--- config.mk ---
export PLATFORM = sky130hd
export DESIGN_NAME = serial_shift_tx_flat
export DESIGN_NICKNAME = d
export VERILOG_FILES = /design/src/rtl/serial_shift_tx_pkg.sv /design/src/rtl/serial_shift_tx_if.sv /design/src/rtl/serial_shift_tx_sig_edge_detect.sv /design/src/rtl/serial_shift_tx.sv /design/src/flat_wrapper.sv
export SDC_FILE = /design/constraint.sdc
export NUM_CORES = 1
export LEC_CHECK = 0
export CAP_MARGIN = 20
export CORE_MARGIN = 4
export CORE_UTILIZATION = 45
export CTS_CLUSTER_SIZE = 16
export DETAILED_ROUTE_END_ITERATION = 6
export GPL_TIMING_DRIVEN = 0
export PLACE_DENSITY = 0.79
export SLEW_MARGIN = 20
export SYNTH_ARGS = -nofsm -noshare
export SYNTH_HDL_FRONTEND = slang
export SYNTH_SLANG_ARGS = --single-unit
--- constraint.sdc ---
create_clock -name clk -period 3.15 [get_ports clk]
set_input_delay 0.63 -clock clk [delete_from_list [all_inputs] [get_ports clk]]
set_output_delay 0.63 -clock clk [all_outputs]
set_load 0.005 [all_outputs]
--- src/rtl/serial_shift_tx_pkg.sv ---
`default_nettype none
// ------------------------------------------------------------------
// serial_shift_tx_pkg : state encoding and bit-order constants
// Rev 1.0
// ------------------------------------------------------------------
package serial_shift_tx_pkg;

  localparam logic [1:0] ST_IDLE  = 2'd0;
  localparam logic [1:0] ST_ARM   = 2'd1;
  localparam logic [1:0] ST_SHIFT = 2'd2;

  localparam bit BIT_ORDER_MSB = 1'b1;
  localparam bit BIT_ORDER_LSB = 1'b0;

  typedef enum logic [1:0] {
    S_IDLE  = ST_IDLE,
    S_ARM   = ST_ARM,
    S_SHIFT = ST_SHIFT
  } state_t;

endpackage
`default_nettype wire

--- src/rtl/serial_shift_tx_if.sv ---
`default_nettype none
// ------------------------------------------------------------------
// serial_shift_tx_if : word handshake plus serial frame outputs
// Rev 1.0
// ------------------------------------------------------------------
interface serial_shift_tx_if #(
  parameter int DATA_W = 8
);

  logic [DATA_W-1:0] tx_data;
  logic              tx_valid;
  logic              tx_ready;
  logic              sclk_out;
  logic              sdo;
  logic              cs_n;
  logic              busy;
  logic              done;

  modport master (
    output tx_data, tx_valid,
    input  tx_ready, sclk_out, sdo, cs_n, busy, done
  );

  modport slave (
    input  tx_data, tx_valid,
    output tx_ready, sclk_out, sdo, cs_n, busy, done
  );

endinterface
`default_nettype wire

--- src/rtl/serial_shift_tx_sig_edge_detect.sv ---
`default_nettype none
// ------------------------------------------------------------------
// sig_edge_detect : registers a same-domain level, emits rise/fall pulses
// Rev 1.0
// ------------------------------------------------------------------
module sig_edge_detect (
  input  wire logic clk,
  input  wire logic rst,
  input  wire logic i_sig,
  output logic      o_rise,
  output logic      o_fall
);

  logic r_sig_q;

  always_ff @(posedge clk) begin
    if (rst) begin
      r_sig_q <= 1'b0;
    end else begin
      r_sig_q <= i_sig;
    end
  end

  assign o_rise =  i_sig & ~r_sig_q;
  assign o_fall = ~i_sig &  r_sig_q;

endmodule
`default_nettype wire

--- src/rtl/serial_shift_tx.sv ---
`default_nettype none
// ------------------------------------------------------------------
// serial_shift_tx : accepts a word, shifts it out as a CPOL=0 frame
// Rev 1.0
// ------------------------------------------------------------------
module serial_shift_tx
  import serial_shift_tx_pkg::*;
#(
  parameter int DATA_W    = 8,
  parameter bit MSB_FIRST = 1'b1
) (
  input  wire logic        clk,
  input  wire logic        rst,
  input  wire logic        sclk_in,
  serial_shift_tx_if.slave bus
);

  localparam int CNT_W = $clog2(DATA_W + 1);

  state_t            r_state, w_state_nxt;
  logic [DATA_W-1:0] r_shift, w_shift_nxt;
  logic [CNT_W-1:0]  r_bits_left, w_bits_left_nxt;
  logic              r_sdo, w_sdo_nxt;
  logic              r_cs_n, w_cs_n_nxt;
  logic              r_sclk_out, w_sclk_out_nxt;
  logic              r_done, w_done_nxt;

  logic              w_rise, w_fall;
  logic              w_load_bit, w_next_bit;
  logic [DATA_W-1:0] w_shifted;

  sig_edge_detect u_sclk_edge (
    .clk    (clk),
    .rst    (rst),
    .i_sig  (sclk_in),
    .o_rise (w_rise),
    .o_fall (w_fall)
  );

  // Bit-order dependent taps: head bit of a fresh word, and the bit after the current head.
  assign w_load_bit = (MSB_FIRST == BIT_ORDER_MSB) ? bus.tx_data[DATA_W-1] : bus.tx_data[0];
  assign w_next_bit = (MSB_FIRST == BIT_ORDER_MSB) ? r_shift[DATA_W-2]     : r_shift[1];
  assign w_shifted  = (MSB_FIRST == BIT_ORDER_MSB) ? (r_shift << 1)        : (r_shift >> 1);

  always_ff @(posedge clk) begin
    if (rst) begin
      r_state     <= S_IDLE;
      r_shift     <= '0;
      r_bits_left <= '0;
      r_sdo       <= 1'b0;
      r_cs_n      <= 1'b1;
      r_sclk_out  <= 1'b0;
      r_done      <= 1'b0;
    end else begin
      r_state     <= w_state_nxt;
      r_shift     <= w_shift_nxt;
      r_bits_left <= w_bits_left_nxt;
      r_sdo       <= w_sdo_nxt;
      r_cs_n      <= w_cs_n_nxt;
      r_sclk_out  <= w_sclk_out_nxt;
      r_done      <= w_done_nxt;
    end
  end

  always_comb begin
    w_state_nxt     = r_state;
    w_shift_nxt     = r_shift;
    w_bits_left_nxt = r_bits_left;
    w_sdo_nxt       = r_sdo;
    w_cs_n_nxt      = r_cs_n;
    w_sclk_out_nxt  = r_sclk_out;
    w_done_nxt      = 1'b0;

    case (r_state)
      S_IDLE: begin
        w_sclk_out_nxt = 1'b0;
        if (bus.tx_valid) begin
          w_shift_nxt     = bus.tx_data;
          w_sdo_nxt       = w_load_bit;
          w_cs_n_nxt      = 1'b0;
          w_bits_left_nxt = CNT_W'(DATA_W);
          w_state_nxt     = S_ARM;
        end
      end

      // Waiting for a fall guarantees the first serial clock gets a full high phase.
      S_ARM: begin
        w_sclk_out_nxt = 1'b0;
        if (w_fall) begin
          w_state_nxt = S_SHIFT;
        end
      end

      S_SHIFT: begin
        w_sclk_out_nxt = sclk_in;
        if (w_rise && (r_bits_left != '0)) begin
          w_bits_left_nxt = r_bits_left - CNT_W'(1);
        end
        if (w_fall) begin
          if (r_bits_left != '0) begin
            w_shift_nxt = w_shifted;
            w_sdo_nxt   = w_next_bit;
          end else begin
            w_sclk_out_nxt = 1'b0;
            w_cs_n_nxt     = 1'b1;
            w_sdo_nxt      = 1'b0;
            w_done_nxt     = 1'b1;
            w_state_nxt    = S_IDLE;
          end
        end
      end

      default: begin
        w_state_nxt = S_IDLE;
      end
    endcase
  end

  assign bus.tx_ready = (r_state == S_IDLE);
  assign bus.busy     = (r_state != S_IDLE);
  assign bus.sclk_out = r_sclk_out;
  assign bus.sdo      = r_sdo;
  assign bus.cs_n     = r_cs_n;
  assign bus.done     = r_done;

endmodule
`default_nettype wire

--- src/flat_wrapper.sv ---
// flat-port wrapper written by rule: the top's interface ports become plain ports
module serial_shift_tx_flat import serial_shift_tx_pkg::*;
#(
  parameter int DATA_W    = 8,
  parameter bit MSB_FIRST = 1'b1
)
  (clk, rst, sclk_in, bus_tx_data, bus_tx_valid, bus_tx_ready, bus_sclk_out, bus_sdo, bus_cs_n, bus_busy, bus_done);
  serial_shift_tx_if #(.DATA_W(DATA_W)) bus_i ();
  input  wire logic clk;
  input  wire logic rst;
  input  wire logic sclk_in;
  input wire logic [$bits(bus_i.tx_data)-1:0] bus_tx_data;
  input wire logic [$bits(bus_i.tx_valid)-1:0] bus_tx_valid;
  output wire logic [$bits(bus_i.tx_ready)-1:0] bus_tx_ready;
  output wire logic [$bits(bus_i.sclk_out)-1:0] bus_sclk_out;
  output wire logic [$bits(bus_i.sdo)-1:0] bus_sdo;
  output wire logic [$bits(bus_i.cs_n)-1:0] bus_cs_n;
  output wire logic [$bits(bus_i.busy)-1:0] bus_busy;
  output wire logic [$bits(bus_i.done)-1:0] bus_done;
  assign bus_i.tx_data = bus_tx_data;
  assign bus_i.tx_valid = bus_tx_valid;
  assign bus_tx_ready = bus_i.tx_ready;
  assign bus_sclk_out = bus_i.sclk_out;
  assign bus_sdo = bus_i.sdo;
  assign bus_cs_n = bus_i.cs_n;
  assign bus_busy = bus_i.busy;
  assign bus_done = bus_i.done;
  serial_shift_tx #(.DATA_W(DATA_W), .MSB_FIRST(MSB_FIRST)) u_core (.clk(clk), .rst(rst), .sclk_in(sclk_in), .bus(bus_i));
endmodule
After elaboration in Yosys (flattened, before gate mapping). Cells that the tools add are included.

Reductions and logical operators: 13. Add/sub/neg operators: 1. Bitwise operators: 6. Equal/unequal tests: 8. Muxes and demuxes: 24.

Operator list (number): 7-bit 2-to-1 mux (3); 7-bit case mux with 2 select lines (1); 4-bit AND reduction (3); 1-bit 2-to-1 mux (9); 2-bit 2-to-1 mux (4); 4-bit 2-to-1 mux (2); 2-bit inequality test (second input constant) (4); 4-bit case mux with 2 select lines (1); 1-bit case mux with 2 select lines (3); 2-bit case mux with 3 select lines (1); 3-bit AND reduction (2); 2-bit nonzero test (3); 2-bit by 1-bit inequality test with 1-bit output (second input constant) (2); 1-bit inverter (4); 4-bit nonzero test (1); 4-bit by 1-bit subtractor with 4-bit output (second input constant) (1); 3-bit OR reduction (1); 1-bit AND (2); 2-bit by 1-bit equality test with 1-bit output (second input constant) (1); 2-bit equality test (second input constant) (1); 2-bit logical NOT (1); 2-bit OR reduction (1); 1-bit logical AND (1).

Output and inout bits: 6. Register bits: 18. Input bits: 12.

Depth between registers and ports, before layout. Gate-level depths: netlist of the first run.

Depth after elaboration: 5. Mapped depth: 7.

Modules after synthesis. From an unflattened synthesis of the first run, not the netlist that was laid out.

Cell total of the unflattened synthesis: 106. Area, all modules: 902.1 sq um.

Modules (own cells, without submodules): serial_shift_tx (seq. area each 340.3 sq um, area an instance 863.3 sq um, times used 1, cells an instance 102); sig_edge_detect (seq. area each 20.0 sq um, area an instance 38.8 sq um, times used 1, cells an instance 4).

Worst setup path before layout of the first run. No wires, ideal clock.

Path type: input to register. Start: input bus_tx_valid. End: register u_core.r_shift[2]. Data required time: 3.062 ns. Arrival: 1.579 ns. Setup slack: 1.483 ns. Stages on the path: 5. Buffers on the path: 1. Library setup time: 0.088 ns. Cells stage by stage: or3b_4 > a21oi_4 > buf_6 > nor2_1 > a311oi_2.

Word-level cells in the longest chain between the ends: 2.

RTL lines: start: declaration (RTL line flat_wrapper.sv:13) `input wire logic [$bits(bus_i.tx_valid)-1:0] bus_tx_valid;`; 2-bit inequality test (no source line); 4-bit AND reduction (no source line); end signal: assignment (RTL line serial_shift_tx.sv:56) `r_shift <= w_shift_nxt;`; end: declaration (RTL line serial_shift_tx.sv:21) `logic [DATA_W-1:0] r_shift, w_shift_nxt;`.

Every way passes these cells. A chain may end at the register's enable or synchronous reset.

Final worst setup path of the first run.
Start: register u_core.r_state[1]. End: output bus_busy.

Word-level cells in the longest chain between the ends: 1.

RTL lines: start: declaration (RTL line serial_shift_tx.sv:20) `state_t r_state, w_state_nxt;`; start signal: assignment (RTL line serial_shift_tx.sv:55) `r_state <= w_state_nxt;`; 2-bit nonzero test (RTL line serial_shift_tx.sv:120) `assign bus.busy = (r_state != S_IDLE);`; end: declaration (RTL line flat_wrapper.sv:18) `output wire logic [$bits(bus_i.busy)-1:0] bus_busy;`.

Every way passes these cells.

==> flow_metrics.env, run 1 <==
export IMPL_grt_max_degree=11
export IMPL_cts_root_buf="clkbuf_4"
export IMPL_cp_max_fo=10
export IMPL_grt_busiest_layer="met2"
export IMPL_r2r_cells=6
export IMPL_ctsHtreeMaxLevel=1
export IMPL_placedCellCount=149
export IMPL_row_count=16
export IMPL_antenna_found_initial=0
export IMPL_post_cts_repair_setup_buffers=0
export IMPL_rsz0062_at_grt="false"
export IMPL_die_h_um=53.2
export IMPL_synthMuxAreaShare_pct=1.09
export IMPL_ys_ff_latch=18
export IMPL_setup_ws_ns=1.05
export IMPL_cpPeakStageDelay_ns=0.49
export IMPL_min_to="u_core.bus.cs_n$_SDFFE_PP1P_"
export IMPL_r2r_end="u_core.r_bits_left[1]$_SDFFE_PP0P_"
export IMPL_path_buf_inv=3
export IMPL_synthXorXnorAreaFrac_pct=0
export IMPL_postRouteWirelength_um=1860
export IMPL_status="finished clean"
export IMPL_syn_avg_cell_area_sq_um=8.76
export IMPL_post_place_ws_ns=0.846
export IMPL_slew_headroom_pct=64.7
export IMPL_holdBufCountCts=0
export IMPL_layout_commonest_cell="dfxtp_1"
export IMPL_ys_seq_area_share_pct=39.2
export IMPL_n_antenna_cell=0
export IMPL_r2r_start="u_core.r_bits_left[0]$_SDFFE_PP0P_"
export IMPL_synth_top_family_by_area="simple AND/OR/NAND/NOR gates"
export IMPL_grt_pass1_vias=833
export IMPL_finClkSkew_ns=0.00892
export IMPL_hold_class="reg -> reg"
export IMPL_final_cell_mix="dfxtp_1, clkdlybuf4s50_1, nand2_1"
export IMPL_cp_required_ns=2.52
export IMPL_cp_cell_sequence="buf_2, nor2_1, inv_1, clkdlybuf4s50_1"
export IMPL_synth_cells=105
export IMPL_max_freq_mhz=476
export IMPL_critical_path_arrival_ns=1.47
export IMPL_synth_ff_type="dfxtp_1"
export IMPL_worstHoldStart="u_core.bus.cs_n$_SDFFE_PP1P_"
export IMPL_final_antenna_net_count=0
export IMPL_grt_overflow=0
export IMPL_dr_pass1_iters=2
export IMPL_slew_violations=0
export IMPL_routedWlPerCell_um=12.2
export IMPL_finalCritPeriodShare_pct=66.7
export IMPL_cts_buffers=3
export IMPL_layout_cells_non_filler=152
export IMPL_clock_sinks=18
export IMPL_post_cts_resized=0
export IMPL_drc=0
export IMPL_synth_area_sq_um=920
export IMPL_async_flop_share_pct=0
export IMPL_critPathKind="reg -> out"
export IMPL_setup_viol=0
export IMPL_clock_latency_ns=0.29
export IMPL_maxCapViolations=0
export IMPL_cts_tree="built"
export IMPL_synth_nets=119
export IMPL_gr_usage_met3_pct=3.38
export IMPL_synthDistinctLibCells=36
export IMPL_r2r_setup_slack_ns=1.49
export IMPL_critPathCaptureType="output pin"
export IMPL_leakage_nw=0.426
export IMPL_grt_pass1_wl_um=3330
export IMPL_synth_warnings=0
export IMPL_area_growth_pct=24.6
export IMPL_drtIter0Drc=6
export IMPL_io_pins=18
export IMPL_setup_tns_final_ns=0
export IMPL_clockBufferDepth=2
export IMPL_cp_top_family="buffers and inverters"
export IMPL_design_core_area_sq_um=1940
export IMPL_use_met2_pct=28.8
export IMPL_fp_dieArea_sq_um=2830
export IMPL_min_path_cells=1
export IMPL_met1_usage_pct=17.9
export IMPL_power_density_nw_per_um2=390
export IMPL_hold_viol_final=0
export IMPL_gp_congestion=0.759
export IMPL_worstSetupStartpointType="flip-flop"
export IMPL_finish_net_count=141
export IMPL_initial_core_util_pct=47.4
export IMPL_crit_slowest_cell="clkdlybuf4s50_1"
export IMPL_clkSlewWorstSetupHoldPaths_ns=0.10
export IMPL_ir_drop_mv=0.226
export IMPL_track_usage_pct=15.6
export IMPL_synth_compound_area_share_pct=22.0
export IMPL_synth_edf_count=0
export IMPL_via_per_inst=5.34
export IMPL_vias=811
export IMPL_worst_pin_slew_ns=0.530
export IMPL_synthSimpleGateAreaFrac_pct=28.2
export IMPL_drive_gt1_share_pct=11.2
export IMPL_die_x_um=53.2
export IMPL_period_needed_ns=2.10
export IMPL_port_buffers=17
export IMPL_synth_fa_ha_area_share_pct=2.72
export IMPL_dp_hpwl_um=1470
report_power, final:
group / switching (mW) / internal, mW / total, mW
logic: 0.0394 / 0.0485 / 0.0879
clock network: 0.0665 / 0.0444 / 0.111
registers: 0.00774 / 0.241 / 0.249
total: 0.114 / 0.334 / 0.447
cell type report:
type	instances	area, sq um
Timing Repair Buffer	17	170
Inverter	5	18.8
Buffer	7	43.8
Fill cell	177	796
Clock buffer	3	22.5
Multi-Input combinational cell	75	497
Tap cell	27	33.8
Sequential cell	18	360
worst reg2reg max path: cells and delay by family, from the launching register on:
family / cells / cell delay (ns)
and+or+nand+nor: 2 / 0.54
adders and majority gates: 1 / 0.22
DFF: 1 / 0.36
AOI/OAI and AO/OA: 2 / 0.34
buffers and inverters: 1 / 0.08
synthesized netlist by cell type (2+ instances only):
cell type | instances | area, sq um
a21oi_1 | 4 | 20.0
a311oi_1 | 2 | 17.5
a311oi_2 | 4 | 60.1
buf_2 | 2 | 10.0
buf_6 | 2 | 22.5
clkbuf_1 | 3 | 11.3
dfxtp_1 | 18 | 360
ha_1 | 2 | 25.0
inv_1 | 5 | 18.8
nand2_1 | 16 | 60.1
nand2b_1 | 2 | 12.5
nand3_1 | 2 | 10.0
nor2_1 | 11 | 41.3
nor2b_1 | 5 | 31.3
nor3_1 | 2 | 10.0
nor3b_1 | 3 | 22.5
o31ai_1 | 2 | 15.0
or4_1 | 2 | 15.0
registers in the layout (all words and copies together), names as in the netlist:
register / count
u_core.r_shift: 7
u_core.r_bits_left: 4
u_core.r_state: 2
u_core.bus.cs_n: 1
u_core.bus.done: 1
u_core.bus.sclk_out: 1
u_core.bus.sdo: 1
u_core.u_sclk_edge.r_sig_q: 1
per-stage QoR:
step	cell area [sq um]	total power [mW]	hold WS (ns)	utilization [%]
after detailed placement	1120	0.342	0.459	57.9
after CTS	1150	0.454	0.482	59.0
after global placement	1120	0.340	0.451	57.9
final	1150	0.447	0.477	59.0
after global routing	1150	0.475	0.500	59.0
after floorplan	920	0.308	0.453	-
cells by family (layout without fill, tap and decap cells):
family	after synthesis	count (layout)
AND/OR/NAND/NOR	49	49
AO/OA/AOI/OAI	23	23
adder cells (fa/ha/maj)	2	2
buffers and inverters	12	32
flip-flops	18	18
multiplexers	1	1
per-layer routing:
layer	routed length, um	up-vias
met4	19	0
met1	816	377
met2	956	11
met3	68	4
li1	-	419
met5	0	-
worst max path at each step:
stage                                   start                        endpoint  slack [ns]  depth (start not counted)
2_1_floorplan                    bus_tx_valid  u_core.r_shift[2]$_SDFFE_PP0P_        1.48                          5
3_3_place_gp                     bus_tx_valid  u_core.r_shift[4]$_SDFFE_PP0P_        0.86                          6
3_5_place_dp                     bus_tx_valid  u_core.r_shift[3]$_SDFFE_PP0P_        0.85                          6
4_1_cts        u_core.r_state[1]$_SDFFE_PP0P_                        bus_busy        1.04                          4
5_1_grt        u_core.r_state[1]$_SDFFE_PP0P_                        bus_busy        0.95                          4
6_report       u_core.r_state[1]$_SDFFE_PP0P_                        bus_busy        1.05                          4
(Power assumes the default switching activity.)
==> run 2, diff against run 1 <==
clock period = 2 ns   (was 3.15 ns; I/O delays follow)
==> results of run 2 <==
Same layout as run 1 (identical final DEF). Status: finished clean.
Main changes from that run: setup slack after placement 0.846 ns -> -0.0743 ns; setup slack after layout 1.05 ns -> 0.129 ns; register-to-register setup slack 1.49 ns -> 0.34 ns; total power 0.447 mW -> 0.705 mW; worst IR drop on VDD 0.226 mV -> 0.355 mV
==> run 3, diff against run 2 <==
CORE_UTILIZATION = 49   (was 45)
PLACE_DENSITY = 0.84   (was 0.79)
==> flow_metrics.env, run 3 (same netlist as run 1, synthesis figures left out) <==
export IMPL_status="finished clean"
export IMPL_utilization_pct=65.5
export IMPL_antenna_found_initial=0
export IMPL_reg_largest_list="u_core.r_shift: 7 flops, u_core.r_bits_left: 4 flops, u_core.r_state: 2 flops"
export IMPL_seqPwrFrac_pct=54.9
export IMPL_clkSlewWorstSetupHoldPaths_ns=0.10
export IMPL_track_usage_pct=16.5
export IMPL_largest_register_ffs=7
export IMPL_clock_sinks=18
export IMPL_holdBufCountCts=0
export IMPL_multiInputGateArea_sq_um=497
export IMPL_row_count=15
export IMPL_p_int_mw=0.526
export IMPL_critical_path_arrival_ns=1.50
export IMPL_design_area_sq_um=1140
export IMPL_power_density_nw_per_um2=624
export IMPL_min_path_cells=2
export IMPL_routedWlPerCell_um=12.6
export IMPL_area_growth_pct=24.4
export IMPL_ir_drop_mv=0.577
export IMPL_critPathKind="reg -> out"
export IMPL_post_cts_repair_setup_buffers=0
export IMPL_finalCritPeriodShare_pct=94.8
export IMPL_cts_buffers=3
export IMPL_finClkSkew_ns=0.00830
export IMPL_hold_viol_final=0
export IMPL_gp_congestion=0.836
export IMPL_post_place_ws_ns=-0.0747
export IMPL_combPwrFrac_pct=19.5
export IMPL_n_antenna_cell=0
export IMPL_setup_ws_ns=0.104
export IMPL_via_per_inst=5.47
export IMPL_placedCellCount=147
export IMPL_slew_violations=0
export IMPL_drive_gt1_share_pct=11.2
export IMPL_cp_max_fo=10
export IMPL_grt_overflow=0
export IMPL_grt_pass1_wl_um=3260
export IMPL_nFillCells=157
export IMPL_design_core_area_sq_um=1750
export IMPL_finish_net_count=141
export IMPL_cp_required_ns=1.60
export IMPL_final_cell_mix="dfxtp_1, clkdlybuf4s50_1, nand2_1"
export IMPL_drtIter0Drc=7
export IMPL_final_antenna_net_count=0
export IMPL_place_area_sq_um=1120
export IMPL_layout_cells_non_filler=150
export IMPL_hold_class="reg -> reg"
export IMPL_postRouteWirelength_um=1890
export IMPL_clock_latency_ns=0.30
export IMPL_drc=0
export IMPL_dr_wl_met2_um=955
export IMPL_clockPowerShare_pct=25.6
export IMPL_io_pins=18
export IMPL_layout_commonest_cell="dfxtp_1"
export IMPL_wl_met1_um=766
export IMPL_highest_layer="met4"
export IMPL_vias=821
export IMPL_dr_pass1_iters=4
export IMPL_largest_register="u_core.r_shift"
export IMPL_die_h_um=51.3
export IMPL_rsz0062_at_grt="false"
export IMPL_max_freq_mhz=527
export IMPL_leakage_nw=0.426
export IMPL_worst_pin_slew_ns=0.535
export IMPL_ctsHtreeMaxLevel=1
export IMPL_clockBufferDepth=2
export IMPL_p_total_mw=0.714
export IMPL_grt_pass1_vias=809
export IMPL_grt_max_degree=11
export IMPL_regArea_sq_um=360
export IMPL_maxCapViolations=0
export IMPL_post_cts_resized=0
export IMPL_port_buffers=17
export IMPL_met3_length_um=128
export IMPL_period_needed_ns=1.90
export IMPL_worstSetupStartpointType="flip-flop"
export IMPL_switchingPower_mw=0.188
export IMPL_dp_hpwl_um=1440
export IMPL_die_x_um=51.3
export IMPL_fp_dieArea_sq_um=2630
export IMPL_swShare_pct=26.3
export IMPL_setup_viol=0
export IMPL_initial_core_util_pct=52.7
export IMPL_r2r_cells=7
export IMPL_cts_root_buf="clkbuf_4"
export IMPL_cts_tree="built"
export IMPL_r2r_setup_slack_ns=0.38
export IMPL_critPathCaptureType="output pin"
export IMPL_slew_headroom_pct=64.4
==> run 3: cell counts in the layout (fill, tap and decap cells not counted) <==
Identical to the previous run, type by type.
==> run 3: worst max-delay path: stages (launching register included) <==
cell             delay (ns)
dfxtp_1                0.36
buf_2                  0.21
nor2_1                 0.08
inv_1                  0.06
clkdlybuf4s50_1        0.49
==> run 3: power groups by stage <==
| stage | logic [mW] | registers, mW | clock network, mW |
|---|---|---|---|
| 6_report | 0.139 | 0.392 | 0.183 |
| 5_1_grt | 0.153 | 0.395 | 0.198 |
| 2_1_floorplan | 0.0872 | 0.398 | 0 |
| 3_3_place_gp | 0.137 | 0.399 | 0 |
| 3_5_place_dp | 0.140 | 0.400 | 0 |
| 4_1_cts | 0.140 | 0.392 | 0.188 |
==> run 3: layout make-up <==
type                       instances  area share (%)
clock buffer                       3            1.97
sequential                        18            31.5
multi-input combinational         75            43.4
timing repair buffer              17            14.9
inverter                           5            1.64
buffer                             7            3.83
tap                               25            2.74
==> run 3: per-stage QoR <==
stage,hold slack (ns),TNS [ns]
3_3_place_gp,0.451,-0.212
5_1_grt,0.505,0
4_1_cts,0.479,0
6_report,0.472,0
3_5_place_dp,0.457,-0.212
2_1_floorplan,0.453,0
==> run 3: final timing paths <==
kind,from,to
worst max register to register,u_core.r_bits_left[0]$_SDFFE_PP0P_,u_core.r_shift[4]$_SDFFE_PP0P_
worst min register to register,u_core.bus.sdo$_SDFFE_PP0P_,u_core.bus.sdo$_SDFFE_PP0P_
worst min-delay path,u_core.bus.sdo$_SDFFE_PP0P_,u_core.bus.sdo$_SDFFE_PP0P_
worst max-delay path,u_core.r_state[1]$_SDFFE_PP0P_,bus_busy
==> run 3: routing by layer <==
metal	vias up	track usage (%)
li1	416	-
met1	374	18.4
met2	26	29.2
met3	5	3.79
met4	0	7.86
met5	-	0
